[src/rtl/cla_serial_add_ctrl.sv]
// cla_serial_add_ctrl: multi-cycle wide adder controller.
// It sequences one SLICE_W-bit two-level carry-lookahead slice across NSLICE
// slices, one slice per clock. The slice carry is chained through a register.
// Optional build macro: CLA_SUB_EN adds a 'sub' input for A - B.
//   When sub=1, B is stored inverted and the initial carry is forced to 1.
module cla_serial_add_ctrl #(
  parameter int SLICE_W = 16,
  parameter int NSLICE  = 4
) (
  input  logic                        clk,
  input  logic                        rst,
  input  logic                        start,
  input  logic [SLICE_W*NSLICE-1:0]   a,
  input  logic [SLICE_W*NSLICE-1:0]   b,
  input  logic                        cin,
`ifdef CLA_SUB_EN
  input  logic                        sub,
`endif
  output logic                        ready,
  output logic                        busy,
  output logic                        done,
  output logic [SLICE_W*NSLICE-1:0]   sum,
  output logic                        cout,
  output logic                        ovf,
  output logic                        all_prop
);

  localparam int TOTAL_W = SLICE_W * NSLICE;
  localparam int IDX_W   = $clog2(NSLICE);
  localparam int NGRP    = SLICE_W / 4;

  typedef enum logic [1:0] {S_IDLE, S_RUN, S_DONE} state_t;

  typedef struct packed {
    logic               pg;
    logic               c_msb;
    logic               co;
    logic [SLICE_W-1:0] s;
  } slice_res_t;

  // One slice: 4-bit CLA groups, then a second lookahead level across groups.
  function automatic slice_res_t cla_slice(input logic [SLICE_W-1:0] x,
                                           input logic [SLICE_W-1:0] y,
                                           input logic               ci);
    slice_res_t         r;
    logic [SLICE_W-1:0] p;
    logic [SLICE_W-1:0] g;
    logic [SLICE_W-1:0] c;
    logic [NGRP-1:0]    gg;
    logic [NGRP-1:0]    pgv;
    logic               slice_gg;
    p = x ^ y;
    g = x & y;
    for (int k = 0; k < NGRP; k++) begin
      gg[k]  = g[4*k+3] | (p[4*k+3] & g[4*k+2]) |
               (p[4*k+3] & p[4*k+2] & g[4*k+1]) |
               (p[4*k+3] & p[4*k+2] & p[4*k+1] & g[4*k]);
      pgv[k] = &p[4*k +: 4];
    end
    c    = '0;
    c[0] = ci;
    // Group carry-ins from the second lookahead level
    for (int k = 1; k < NGRP; k++) begin
      c[4*k] = gg[k-1] | (pgv[k-1] & c[4*k-4]);
    end
    // Carries inside each group
    for (int k = 0; k < NGRP; k++) begin
      for (int j = 0; j < 3; j++) begin
        c[4*k+j+1] = g[4*k+j] | (p[4*k+j] & c[4*k+j]);
      end
    end
    slice_gg = 1'b0;
    for (int k = 0; k < NGRP; k++) begin
      slice_gg = gg[k] | (pgv[k] & slice_gg);
    end
    r.s     = p ^ c;
    r.pg    = &p;
    r.co    = slice_gg | (r.pg & ci);
    r.c_msb = c[SLICE_W-1];
    return r;
  endfunction

  state_t             state_q, state_d;
  logic [IDX_W-1:0]   idx_q, idx_d;
  logic               carry_q, carry_d;
  logic               prop_acc_q, prop_acc_d;
  logic [TOTAL_W-1:0] a_q, a_d;
  logic [TOTAL_W-1:0] b_q, b_d;
  logic [TOTAL_W-1:0] sum_q, sum_d;
  logic               cout_q, cout_d;
  logic               ovf_q, ovf_d;
  logic               all_prop_q, all_prop_d;

  logic [TOTAL_W-1:0] b_load;
  logic               c_load;
  logic [SLICE_W-1:0] a_sl;
  logic [SLICE_W-1:0] b_sl;
  slice_res_t         res;

`ifdef CLA_SUB_EN
  assign b_load = sub ? ~b : b;
  assign c_load = sub ? 1'b1 : cin;
`else
  assign b_load = b;
  assign c_load = cin;
`endif

  // Select the active operand slice and run it through the CLA slice
  always_comb begin
    a_sl = '0;
    b_sl = '0;
    for (int s = 0; s < NSLICE; s++) begin
      if (idx_q == IDX_W'(s)) begin
        a_sl = a_q[s*SLICE_W +: SLICE_W];
        b_sl = b_q[s*SLICE_W +: SLICE_W];
      end
    end
    res = cla_slice(a_sl, b_sl, carry_q);
  end

  // Next-state and datapath update for the IDLE/RUN/DONE sequencer
  always_comb begin
    state_d    = state_q;
    idx_d      = idx_q;
    carry_d    = carry_q;
    prop_acc_d = prop_acc_q;
    a_d        = a_q;
    b_d        = b_q;
    sum_d      = sum_q;
    cout_d     = cout_q;
    ovf_d      = ovf_q;
    all_prop_d = all_prop_q;
    case (state_q)
      S_IDLE, S_DONE: begin
        if (start) begin
          a_d        = a;
          b_d        = b_load;
          carry_d    = c_load;
          idx_d      = '0;
          prop_acc_d = 1'b1;
          state_d    = S_RUN;
        end else begin
          state_d    = S_IDLE;
        end
      end
      S_RUN: begin
        for (int s = 0; s < NSLICE; s++) begin
          if (idx_q == IDX_W'(s)) begin
            sum_d[s*SLICE_W +: SLICE_W] = res.s;
          end
        end
        carry_d    = res.co;
        prop_acc_d = prop_acc_q & res.pg;
        if (idx_q == IDX_W'(NSLICE-1)) begin
          cout_d     = res.co;
          ovf_d      = res.c_msb ^ res.co;
          all_prop_d = prop_acc_q & res.pg;
          state_d    = S_DONE;
        end else begin
          idx_d      = idx_q + IDX_W'(1);
        end
      end
      default: state_d = S_IDLE;
    endcase
  end

  // State and datapath registers, cleared asynchronously
  always_ff @(posedge clk or posedge rst) begin
    if (rst) begin
      state_q    <= S_IDLE;
      idx_q      <= '0;
      carry_q    <= 1'b0;
      prop_acc_q <= 1'b0;
      a_q        <= '0;
      b_q        <= '0;
      sum_q      <= '0;
      cout_q     <= 1'b0;
      ovf_q      <= 1'b0;
      all_prop_q <= 1'b0;
    end else begin
      state_q    <= state_d;
      idx_q      <= idx_d;
      carry_q    <= carry_d;
      prop_acc_q <= prop_acc_d;
      a_q        <= a_d;
      b_q        <= b_d;
      sum_q      <= sum_d;
      cout_q     <= cout_d;
      ovf_q      <= ovf_d;
      all_prop_q <= all_prop_d;
    end
  end

  assign ready    = (state_q == S_IDLE) || (state_q == S_DONE);
  assign busy     = (state_q == S_RUN);
  assign done     = (state_q == S_DONE);
  assign sum      = sum_q;
  assign cout     = cout_q;
  assign ovf      = ovf_q;
  assign all_prop = all_prop_q;

endmodule

[config.mk]
export PLATFORM = sky130hd
export DESIGN_NAME = cla_serial_add_ctrl
export DESIGN_NICKNAME = d
export VERILOG_FILES = /design/src/rtl/cla_serial_add_ctrl.sv
export SDC_FILE = /design/constraint.sdc
export NUM_CORES = 1
export LEC_CHECK = 0
export CAP_MARGIN = 20
export CORE_MARGIN = 5
export CORE_UTILIZATION = 48
export CTS_BUF_LIST = sky130_fd_sc_hd__clkbuf_8
export CTS_CLUSTER_SIZE = 25
export DETAILED_ROUTE_END_ITERATION = 8
export PLACE_DENSITY = 0.8
export REMOVE_ABC_BUFFERS = 1
export SETUP_SLACK_MARGIN = 0.02
export SLEW_MARGIN = 20
export SYNTH_ARGS = -nofsm -noshare
export SYNTH_HDL_FRONTEND = slang
export SYNTH_SLANG_ARGS = --single-unit
[constraint.sdc]
create_clock -name clk -period 7.7 [get_ports clk]
set_clock_uncertainty 0.1 [all_clocks]
set_input_delay 2.31 -clock clk [delete_from_list [all_inputs] [get_ports clk]]
set_output_delay 2.31 -clock clk [all_outputs]
set_load 0.03 [all_outputs]
# Word-level counts from Yosys, hierarchy flattened
# Cells that the tools add are included.
[totals]
out_inout_bits = 70
elab_cells = 132
reg_bits = 201
input_bits = 132
[classes]
eq_ne = 8
n_reduce_logical = 17
n_bitwise = 75
n_mux = 18
addsub = 1
[ops]
columns = ["op", "count"]
rows = [
  ["2-to-1 mux 16 bit", 8],
  ["bitwise AND 1 bit", 40],
  ["bitwise XOR 16 bit", 2],
  ["OR 1 bit", 31],
  ["bitwise AND 16 bit", 1],
  ["AND reduction 16 bit", 1],
  ["AND reduction 4 bit", 4],
  ["AND reduction 2 bit", 6],
  ["one-hot mux 2 bit (2 select lines)", 2],
  ["equality test 2 bit (second input constant)", 3],
  ["2-to-1 mux 2 bit", 3],
  ["equality test 2 x 1 -> 1 bit (second input constant)", 2],
  ["zero test 2 bit", 2],
  ["!= test 2 bit (second input constant)", 2],
  ["one-hot mux 1 bit (2 select lines)", 2],
  ["2-to-1 mux 1 bit", 3],
  ["AND reduction 3 bit", 1],
  ["adder 2 x 1 -> 2 bit (second input constant)", 1],
  ["!= test 2 x 1 -> 1 bit (second input constant)", 1],
  ["nonzero test 2 bit", 1],
  ["OR reduction 2 bit", 1],
  ["logical OR 1 bit", 1],
  ["bitwise XOR 1 bit", 1],
]

# Logic depth before layout (Yosys ltp)
# Gate-level depths: netlist (run 1).
[logic_depth]
ltp_word = 22
mapped_depth = 20
mapped_depth_nobuf = 18

# Least setup slack after synthesis (run 1)
# OpenSTA, ideal clock, no wires.
[synth_path]
kind = "register to register"
from = "register idx_q[1]"
to = "register ovf_q (netlist: ovf)"
path_stages_with_launch = 21
setup_ns = 0.069
slack_ns = 3.055
period_less_slack_ns = 4.645
arrival_time_ns = 4.477
t_required_ns = 7.531
path_buffers = 3
path_cell_list = "dfrtp_1 inv_1 ha_1 buf_2 buf_2 buf_2 nand2_1 a21oi_1 a21oi_1 o21ai_0 ha_1 a21oi_1 o211a_1 nor2_1 nor2_1 fa_1 fa_1 fa_1 or3_1 or3_1 nand3_1"
[synth_via]
elab_chain_len = 22
elab_cells_between_ends = 73
classes_between = "3 x eq/ne; 8 x mux; 55 x bitwise; 7 x reduce/logical"
[synth_rtl]
columns = ["element", "line_no", "text"]
rows = [
  ["start, declared", "84", "logic [IDX_W-1:0] idx_q, idx_d;"],
  ["start signal, assigned", "182", "idx_q <= idx_d;"],
  ["zero test 2 bit", "113", "if (idx_q == IDX_W'(s)) begin"],
  ["2-to-1 mux 16 bit (4 in a row)", "113", ""],
  ["bitwise XOR 16 bit / bitwise AND 16 bit (equally long branches)", "52, 53", ""],
  ["bitwise AND 1 bit, on equally long branches", "55, 56, 57", ""],
  ["OR 1 bit, or another cell as far along", "55", "gg[k] = g[4*k+3] | (p[4*k+3] & g[4*k+2]) |"],
  ["OR 1 bit / bitwise AND 1 bit (equally long branches)", "55, 57", ""],
  ["OR 1 bit", "56", "(p[4*k+3] & p[4*k+2] & g[4*k+1]) |"],
  ["OR 1 bit", "64", "c[4*k] = gg[k-1] | (pgv[k-1] & c[4*k-4]);"],
  ["(+3 left out)", "-", ""],
  ["OR 1 bit", "64", ""],
  ["bitwise AND 1 bit", "69", "c[4*k+j+1] = g[4*k+j] | (p[4*k+j] & c[4*k+j]);"],
  ["OR 1 bit", "69", ""],
  ["bitwise AND 1 bit", "69", ""],
  ["OR 1 bit", "69", ""],
  ["bitwise AND 1 bit", "69", ""],
  ["OR 1 bit", "69", ""],
  ["bitwise XOR 1 bit", "156", "ovf_d = res.c_msb ^ res.co;"],
  ["end signal, assigned", "189", "ovf_q <= ovf_d;"],
  ["end, declared", "91", "logic ovf_q, ovf_d;"],
]
# Parallel ways exist; a longest one is shown, timed or not.
# A chain may end at the register's enable or synchronous reset.

# Final worst setup path (run 1)
[layout_path]
from = "register idx_q[0]"
to = "register ovf_q (netlist: ovf)"
# Same word-level chain as after synthesis.

==> metrics, run 1 <==
area growth from synthesis to layout=31.14%; root buffer cell=clkbuf_8; library cells used by synthesis=37; Crit Reg-Reg Endpoint=ovf; CP arrival=6.02 ns; FP Rows=51; post-synthesis cell area=9329 um^2; most frequent cell after synthesis=nand2_1; fmax=176.2 MHz; Tcrit/Tclk final=0.7370; share of cells above drive strength 1=0.06255; via count=7,940; reg2reg setup slack=a little over 2 ns; wirelength, routed=about 25,000 um; Nets=1,422; Clock Latency Late Sink=0.51 ns; vias in the first global route=8,153; hold buffers post-CTS=0; Yosys top cell by area=dfrtp_1; clock-pin slew on the worst setup and hold paths=0.06 ns; power density of the placed cells=around 470 nW/um^2; synth cell count leaders=489 x nand2_1, 201 x dfrtp_1, 86 x a21oi_1; die height=149.4 um; leakage=about 0.0059 uW; post-cts sizing count=0; core area=19,270 um^2; Post-Syn Area per Cell=8.638 um^2; final count of negative-setup-slack endpoints=0; Area contributors post-synth=dfrtp_1 54%, nand2_1 20%, a21oi_1 4.6%; R2R Path Start=idx_q[0]; Setup CP Type=reg2reg; Detail Placement HPWL=17,560 um; IO buf count=~200; peak supply drop=slightly below 0.2 mV; element type at the critical path end=register; residual DRC count=0; cell area after layout=approximately 12,000 um^2; CTS tree=done; minimum clock period=5.675 ns; Fillers=~1,600; crit-path max FO=20; Final Non-Filler Cells=1,547; CTS buffer count=34; Synth Warn #=0; Global Route Usage Sum=0.2256; Die Width=~150 um; ys async rst share=1.000; number of max-cap violations=0; Crit path required time=between 8 and 9 ns; sequential-to-total area share from yosys stat=0.5392; crit path to=ovf; Finished Core Util=0.6349; relative slew slack=0.3088; Main synth FF type=dfrtp_1; Setup crit start=idx_q[0]; DRT iter0 DRCs=436; first-pass GRT wire length=40,460 um; largest net degree at the start of global routing=95; CTS Sinks=roughly 200; drt wl/cell=16.32 um; Via density=5.133; Post-synth EDFFs=0; number of synthesized register bits=201; Setup TNS=0 ns; CP Launch Type=register; Final Slew Violations=0; DRT antenna net count=0; CTS Buffer Depth=3; die area=22,320 um^2; Worst-Margin Slew=1.037 ns; status=finished, final reports clean; Hold Path Class=reg2reg; Starting Density=0.4841; length in cells of the worst reg-to-reg path=18; gp weighted congestion=around 0.86; post-CTS setup buffer count=0; RSZ-0062 raised after global routing=no; gr ovfl total=0; initial antenna violation count=3; H-tree depth=2; Cells after Synth=1,080; Final Hold Fails=0; post-synth top area share=0.5392; drt pass-1 iters=5; placed insts=around 1,500; Post-DP Area=11,490 um^2; I/O Pins=202
## sequential cells by signal (all words and copies together), names as in the netlist
name and cells:
ovf 1, all_prop 1, cout 1, b_q 64, a_q 64, idx_q 2
carry_q 1, sum 64, state_q 2, prop_acc_q 1
## area by class of cell
type                       count  area (um^2)  share of cell area
inverter                      11        53.80            0.004398
antenna                        3        7.507           0.0006136
multi-input combinational    802         4019              0.3285
tap                          265        331.6             0.02710
sequential                   201         5030              0.4111
clock inverter                14        116.4            0.009511
timing repair buffer         208         2085              0.1704
clock buffer                  43        591.8             0.04837
## placed cells by master (no fill, tap or decap), types with 3 or more instances in the layout
cell type,n
nand2_1,486
dfrtp_1,201
clkdlybuf4s50_1,201
a21oi_1,86
o21ai_0,71
clkbuf_8,43
nand3b_1,30
nor2_1,25
a21o_1,18
ha_1,17
inv_1,16
mux2_2,12
fa_1,12
nand3_1,7
buf_4,5
diode_2,3
or3_1,3
clkinv_2,3
## cells by family after synthesis
logic type / Yosys count / share of synthesized area
AND/OR/NAND/NOR: 567 / 0.2475
flip-flops: 201 / 0.5392
AO/OA/AOI/OAI: 187 / 0.1085
buffers and inverters: 77 / 0.03407
adder cells (fa/ha/maj): 32 / 0.05258
multiplexers: 12 / 0.01449
XOR/XNOR: 4 / 0.003756
## how the worst min path moves through the flow
stage                        from       to  slack, ns  cells past startpoint
after floorplan           a_q[30]  a_q[30]       0.35                      2
after global placement    a_q[28]  a_q[28]       0.36                      2
after detailed placement  b_q[32]  b_q[32]       0.36                      2
after CTS                 b_q[20]  b_q[20]       0.38                      2
after global routing      b_q[20]  b_q[20]       0.39                      2
final                     b_q[21]  b_q[21]       0.37                      2
## per-layer routing
| metal | GRT usage | vias to the layer above | part of all wire |
|---|---|---|---|
| met2 | 0.3767 | 228 | 0.49 |
| met3 | 0.04210 | 59 | 0.058 |
| met1 | 0.2895 | 3802 | 0.42 |
| met4 | 0.09748 | 0 | 0.036 |
| li1 | - | 3851 | - |
| met5 | 0 | - | 0 |
## worst max-delay path, stage by stage, from the launching register on
cell and delay, ns:
dfrtp_1 0.43, inv_1 0.14, ha_1 0.79, buf_4 0.35
nand3b_1 0.10, a21oi_1 0.15, a21oi_1 0.05, o21ai_0 0.24
ha_1 0.24, nand2_1 0.06, o21ai_0 0.32, a221o_1 0.32
nor2_1 0.09, fa_1 0.46, fa_1 0.46, fa_1 0.54
or3_1 0.38, or3_1 0.31, nand3_1 0.09
## stage by stage
stage | setup WS, ns | hold WS (ns) | total power [uW]
finish | 2.025 | 0.3721 | 5788
CTS | 2.085 | 0.3773 | 5793
floorplan | -0.1924 | 0.3455 | 3708
global route | 1.739 | 0.3874 | 6238
global placement | 2.329 | 0.3590 | 4675
detailed placement | 2.110 | 0.3630 | 4779
## power by group
part	leakage [uW]	switching, uW	total (uW)	internal, uW
Combinational	0.00303	1810	2920	1120
Sequential	0.00251	309	1870	1560
Clock	0.000387	431	999	569
Total	0.00593	2550	5790	3240
Power figures use the tool's default switching activity.
==> run 2, diff against run 1 <==
Clock period 7.7 ns to 4.75 ns, I/O delays scaled along.
==> run 2 against run 1 <==
Against the previous run:
- sequential share of layout area is 1.1 points lower
- wire length up 0.81%
- design area increased by 2.7%
- total power increased by 67%
- die area stayed put
- global-route usage shrank 0.051 points
- setup slack worse by 1.8 ns
- clock power increased by 64%
- critical path depth unchanged
- utilization rose by 1.7 points
- via count is 0.86% higher
- register-to-register slack worse by 1.8 ns
==> metrics, run 2 (synthesized netlist as in run 1, its figures left out) <==
Final Hold Fails=0; Seq. cell area=5031 um^2; cell area after layout=12,560 um^2; CP Launch Type=register; RSZ-0062 raised after global routing=no; ant diodes=0; via count=~8,000; crit-path max FO=20; CTS Buffer Depth=3; peak supply drop=0.3044 mV; residual DRC count=0; Final Non-Filler Cells=1,569; share of cells above drive strength 1=0.08742; Finished Core Util=0.6517; DRT iter0 DRCs=435; minimum clock period=4.533 ns; drt wl/cell=16.22 um; die height=149.4 um; power density of the placed cells=771.3 nW/um^2; first-pass GRT wire length=about 41,000 um; Worst-Margin Slew=0.9293 ns; gp weighted congestion=0.8408; Die Width=149.4 um; clock-pin slew on the worst setup and hold paths=0.06 ns; IO buf count=between 200 and 250; final count of negative-setup-slack endpoints=0; root buffer cell=clkbuf_8; Post-DP Area=11,700 um^2; Critical Path Slowest Stage Cell=fa_1; vias in the first global route=around 8,400; core area=19,270 um^2; Placement Setup Slack=-0.04501 ns; drt pass-1 iters=5; initial antenna violation count=0; Final Slew Violations=0; element type at the critical path end=register; I/O Pins=202; FP Rows=51; Via density=5.104; number of max-cap violations=0; fmax=220.6 MHz; hold buffers post-CTS=0; Crit path required time=5.09 ns; Detail Placement HPWL=~18,000 um; leakage=0.006095 uW; status=finished, final reports clean; Fillers=1,589; CTS buffer count=34; area growth from synthesis to layout=34.63%; Nets=approximately 1,400; H-tree depth=2; Hold Path Class=reg2reg; die area=between 20,000 and 25,000 um^2; Total Power=9687 uW; Tcrit/Tclk final=0.9543; most common cell after layout, fill and taps aside=nand2_1; Setup CP Type=reg2reg; Starting Density=0.4841; relative slew slack=0.3791; wirelength, routed=25,460 um; worst setup margin=0.2169 ns; most frequent cells in the layout=486 x nand2_1, 201 x clkdlybuf4s50_1, 200 x dfrtp_1; Global Route Usage Sum=0.2251; multi-input logic area=4040 um^2; gr ovfl total=0; DRT antenna net count=0; crit-path leading delay family=adder cells; Critical path buffers and inverters=2; Clock Latency Late Sink=0.51 ns; CTS tree=done; max incr delay on CP=0.44 ns; worst path cell trace=buf_4, ha_4, buf_12, nand3b_1, a21oi_1, a21oi_1, o21ai_0, ha_1, and4_1, nand2b_1, nor2_2, nor2_1, fa_2, fa_2, fa_1, or3_1, or3_1, nand3_1; largest net degree at the start of global routing=85; placed insts=1,502; CTS Sinks=201; CP arrival=4.87 ns
-- run 2: cell count changes in the layout (fill, tap and decap cells not counted), sizes merged --
cell,before,now
buf,7,28
clkbuf,43,45
clkinv,4,6
diode,3,0
-- run 2: path summary, 6_finish.rpt --
check	from	cells past startpoint	slack (ns)	endpoint
worst max-delay path	idx_q[0]	18	0.22	ovf
worst min-delay path	a_q[13]	2	0.37	a_q[13]
worst max register to register	idx_q[0]	18	0.22	ovf
worst min register to register	a_q[13]	2	0.37	a_q[13]
max in group asynchronous	rst	3	2.39	b_q[20]
min in group asynchronous	rst	2	1.30	a_q[1]
-- run 2: metrics by stage --
stage	hold WS (ns)	TNS [ns]
after CTS	0.3771	0
after floorplan	0.3455	-612.31
final	0.3732	0
after global placement	0.3581	0
after global routing	0.3921	0
after detailed placement	0.3625	-0.04501
-- run 2: worst register-to-register path, cell delays in order (launching register included) --
cell and delay, ns:
dfrtp_2 0.42, buf_4 0.15, ha_4 0.19, buf_12 0.16
nand3b_1 0.16, a21oi_1 0.17, a21oi_1 0.06, o21ai_0 0.29
ha_1 0.22, and4_1 0.23, nand2b_1 0.12, nor2_2 0.12
nor2_1 0.08, fa_2 0.40, fa_2 0.40, fa_1 0.44
or3_1 0.37, or3_1 0.30, nand3_1 0.09
-- run 2: metal layers --
layer  vias to the layer above  track usage  share of wire
li1                       3896            -              -
met1                      3782       0.2809           0.41
met2                       259       0.3805           0.49
met3                        71      0.04815          0.067
met4                         0      0.09611          0.036
met5                         -            0              0
-- run 2: layout make-up --
class	instances	share of cell area
Timing Repair Buffer	230	0.1888
Inverter	11	0.004284
Sequential cell	201	0.4006
Clock buffer	44	0.04822
Tap cell	265	0.02640
Multi-Input combinational cell	802	0.3217
Clock inverter	16	0.01006
-- run 2: power breakdown --
part	internal [uW]	switching, uW	total, uW
clock network	943	699	1640
registers	2530	485	3010
logic	2030	3010	5030
-- run 2: timing repair --
action / 4_1_cts / 5_1_grt
resized for setup: 1 / 17
gates cloned: 0 / 1
pin swaps: 1 / 3
setup endpoints to repair: 3 / 9
buffers inserted: 1 / 4
==> run 3, diff against run 2 <==
Settings changed: CELL_PAD_IN_SITES_DETAIL_PLACEMENT from default to 1, CELL_PAD_IN_SITES_GLOBAL_PLACEMENT from default to 2, CORE_MARGIN 5 to 2, CORE_UTILIZATION 48 to 28, PLACE_DENSITY 0.8 to 0.79.
==> run 3 against run 2 <==
Against the previous run:
- clock power about the same
- final cell count up 12%
- global-route usage down 5.4 points
- highest routed layer unchanged
- design area up 2.6%
==> metrics, run 3 (synthesized netlist as in run 1, its figures left out) <==
IO buf count=201; most common cell after layout, fill and taps aside=nand2_1; number of max-cap violations=0; Detail Placement HPWL=21,130 um; Worst-Margin Slew=0.7307 ns; Crit path depth=17; power density of the placed cells=771.1 nW/um^2; wirelength, routed=around 30,000 um; Clock Latency Late Sink=approximately 0.53 ns; residual DRC count=0; RSZ-0062 raised after global routing=yes; DRT iter0 DRCs=299; ant diodes=0; Die Width=approximately 190 um; Nets=1,460; element type at the critical path end=register; most frequent cells in the layout=487 x nand2_1, 201 x dfrtp_1, 201 x clkdlybuf4s50_1; max incr delay on CP=0.46 ns; Via density=4.564; crit-path leading delay family=adder cells; CTS Buffer Depth=3; status=finished, final reports clean; drt pass-1 iters=4; Total Power=9932 uW; relative slew slack=0.5128; Critical Path Slowest Stage Cell=fa_1; root buffer cell=clkbuf_8; core area=32,700 um^2; area growth from synthesis to layout=38.06%; gp weighted congestion=0.7598; R2R Path Start=idx_q[0]; Final Hold Fails=0; Starting Density=0.2853; CP arrival=4.94 ns; fmax=218.3 MHz; leakage=just over 0.006 uW; clock-pin slew on the worst setup and hold paths=about 0.06 ns; Finished Core Util=0.3939; Placement Setup Slack=-0.1481 ns; CTS Sinks=about 200; H-tree depth=2; peak supply drop=0.2290 mV; FP Rows=66; Setup CP Type=reg2reg; length in cells of the worst reg-to-reg path=17; via count=8,037; Crit path required time=between 5 and 6 ns; Critical path buffers and inverters=2; initial antenna violation count=0; drt wl/cell=16.78 um; worst setup margin=0.1693 ns; Global Route Usage Sum=0.1709; CTS buffer count=37; crit-path max FO=14; largest net degree at the start of global routing=100; worst path cell trace=inv_1, ha_2, buf_12, nand3b_1, a21oi_1, a21oi_1, o21ai_0, ha_1, and4_4, a221o_1, nor2_1, fa_1, fa_2, fa_1, or3_1, or3_1, nand3_1; CTS tree=done; Final Slew Violations=0; Hold Path Class=reg2reg; DRT antenna net count=0; crit path to=ovf; vias in the first global route=8,626; share of cells above drive strength 1=0.09401; minimum clock period=4.581 ns; Hold Path Stages=2; CP Launch Type=register; Setup crit start=idx_q[0]; Tcrit/Tclk final=0.9644; I/O Pins=202; final count of negative-setup-slack endpoints=0; reg2reg setup slack=0.17 ns; Crit Reg-Reg Endpoint=ovf; first-pass GRT wire length=47,780 um; die height=between 150 and 200 um; Setup TNS=0 ns; die area=34,790 um^2; gr ovfl total=0
run 3: metal layers:
layer | track usage | part of all wire | up-vias
met3 | 0.03479 | 0.048 | 33
met2 | 0.2866 | 0.48 | 172
met5 | 0 | 0 | -
met1 | 0.2280 | 0.46 | 3908
met4 | 0.03877 | 0.016 | 0
li1 | - | - | 3924
run 3: worst reg2reg max path: cells and delay by family, from the launching register on:
| kind | cells | cell delay (ns) |
|---|---|---|
| AO/OA/AOI/OAI | 4 | 0.75 |
| buffers and inverters | 2 | 0.27 |
| adder cells (fa/ha/maj) | 5 | 1.78 |
| flip-flops | 1 | 0.42 |
| AND/OR/NAND/NOR | 6 | 1.21 |
run 3: worst min-delay path by stage:
stage	from	end	slack, ns
2_1_floorplan	a_q[30]	a_q[30]	0.35
3_3_place_gp	a_q[54]	a_q[54]	0.36
3_5_place_dp	a_q[54]	a_q[54]	0.36
4_1_cts	a_q[15]	a_q[15]	0.38
5_1_grt	a_q[3]	a_q[3]	0.40
6_report	a_q[15]	a_q[15]	0.37
run 3: what timing repair did:
| item | 4_1_cts | 5_1_grt |
|---|---|---|
| endpoints found under the setup margin | 5 | 6 |
| buffers inserted | 2 | 1 |
| gates resized for setup | 2 | 13 |
| pin swaps | 1 | 4 |
| hold buffers | 0 | 0 |
| hold endpoints to repair | 0 | 0 |
| cloned | 0 | 0 |
run 3: cell type report:
type                    count  area [um^2]
flip-flops and latches    201         5030
clock buffers              48        660.6
clock inverters            14        61.31
inverters                  11        53.80
fillers                  3847        19820
multi-input cells         802         4055
well taps                 442        553.0
repair buffers            243         2466
run 3: per-stage QoR:
stage,std cells,cell area [um^2],hold WS [ns]
3_3_place_gp,1696,12060,0.3588
6_report,1761,12880,0.3741
4_1_cts,1760,12820,0.3811
2_1_floorplan,1014,9057,0.3455
3_5_place_dp,1696,12060,0.3633
5_1_grt,1761,12880,0.4016
run 3: where the power goes:
| group | total [uW] | internal (uW) | switching (uW) |
|---|---|---|---|
| Combinational | 5270 | 2130 | 3140 |
| Sequential | 3030 | 2530 | 500 |
| Clock | 1640 | 899 | 737 |
| Total | 9930 | 5560 | 4370 |
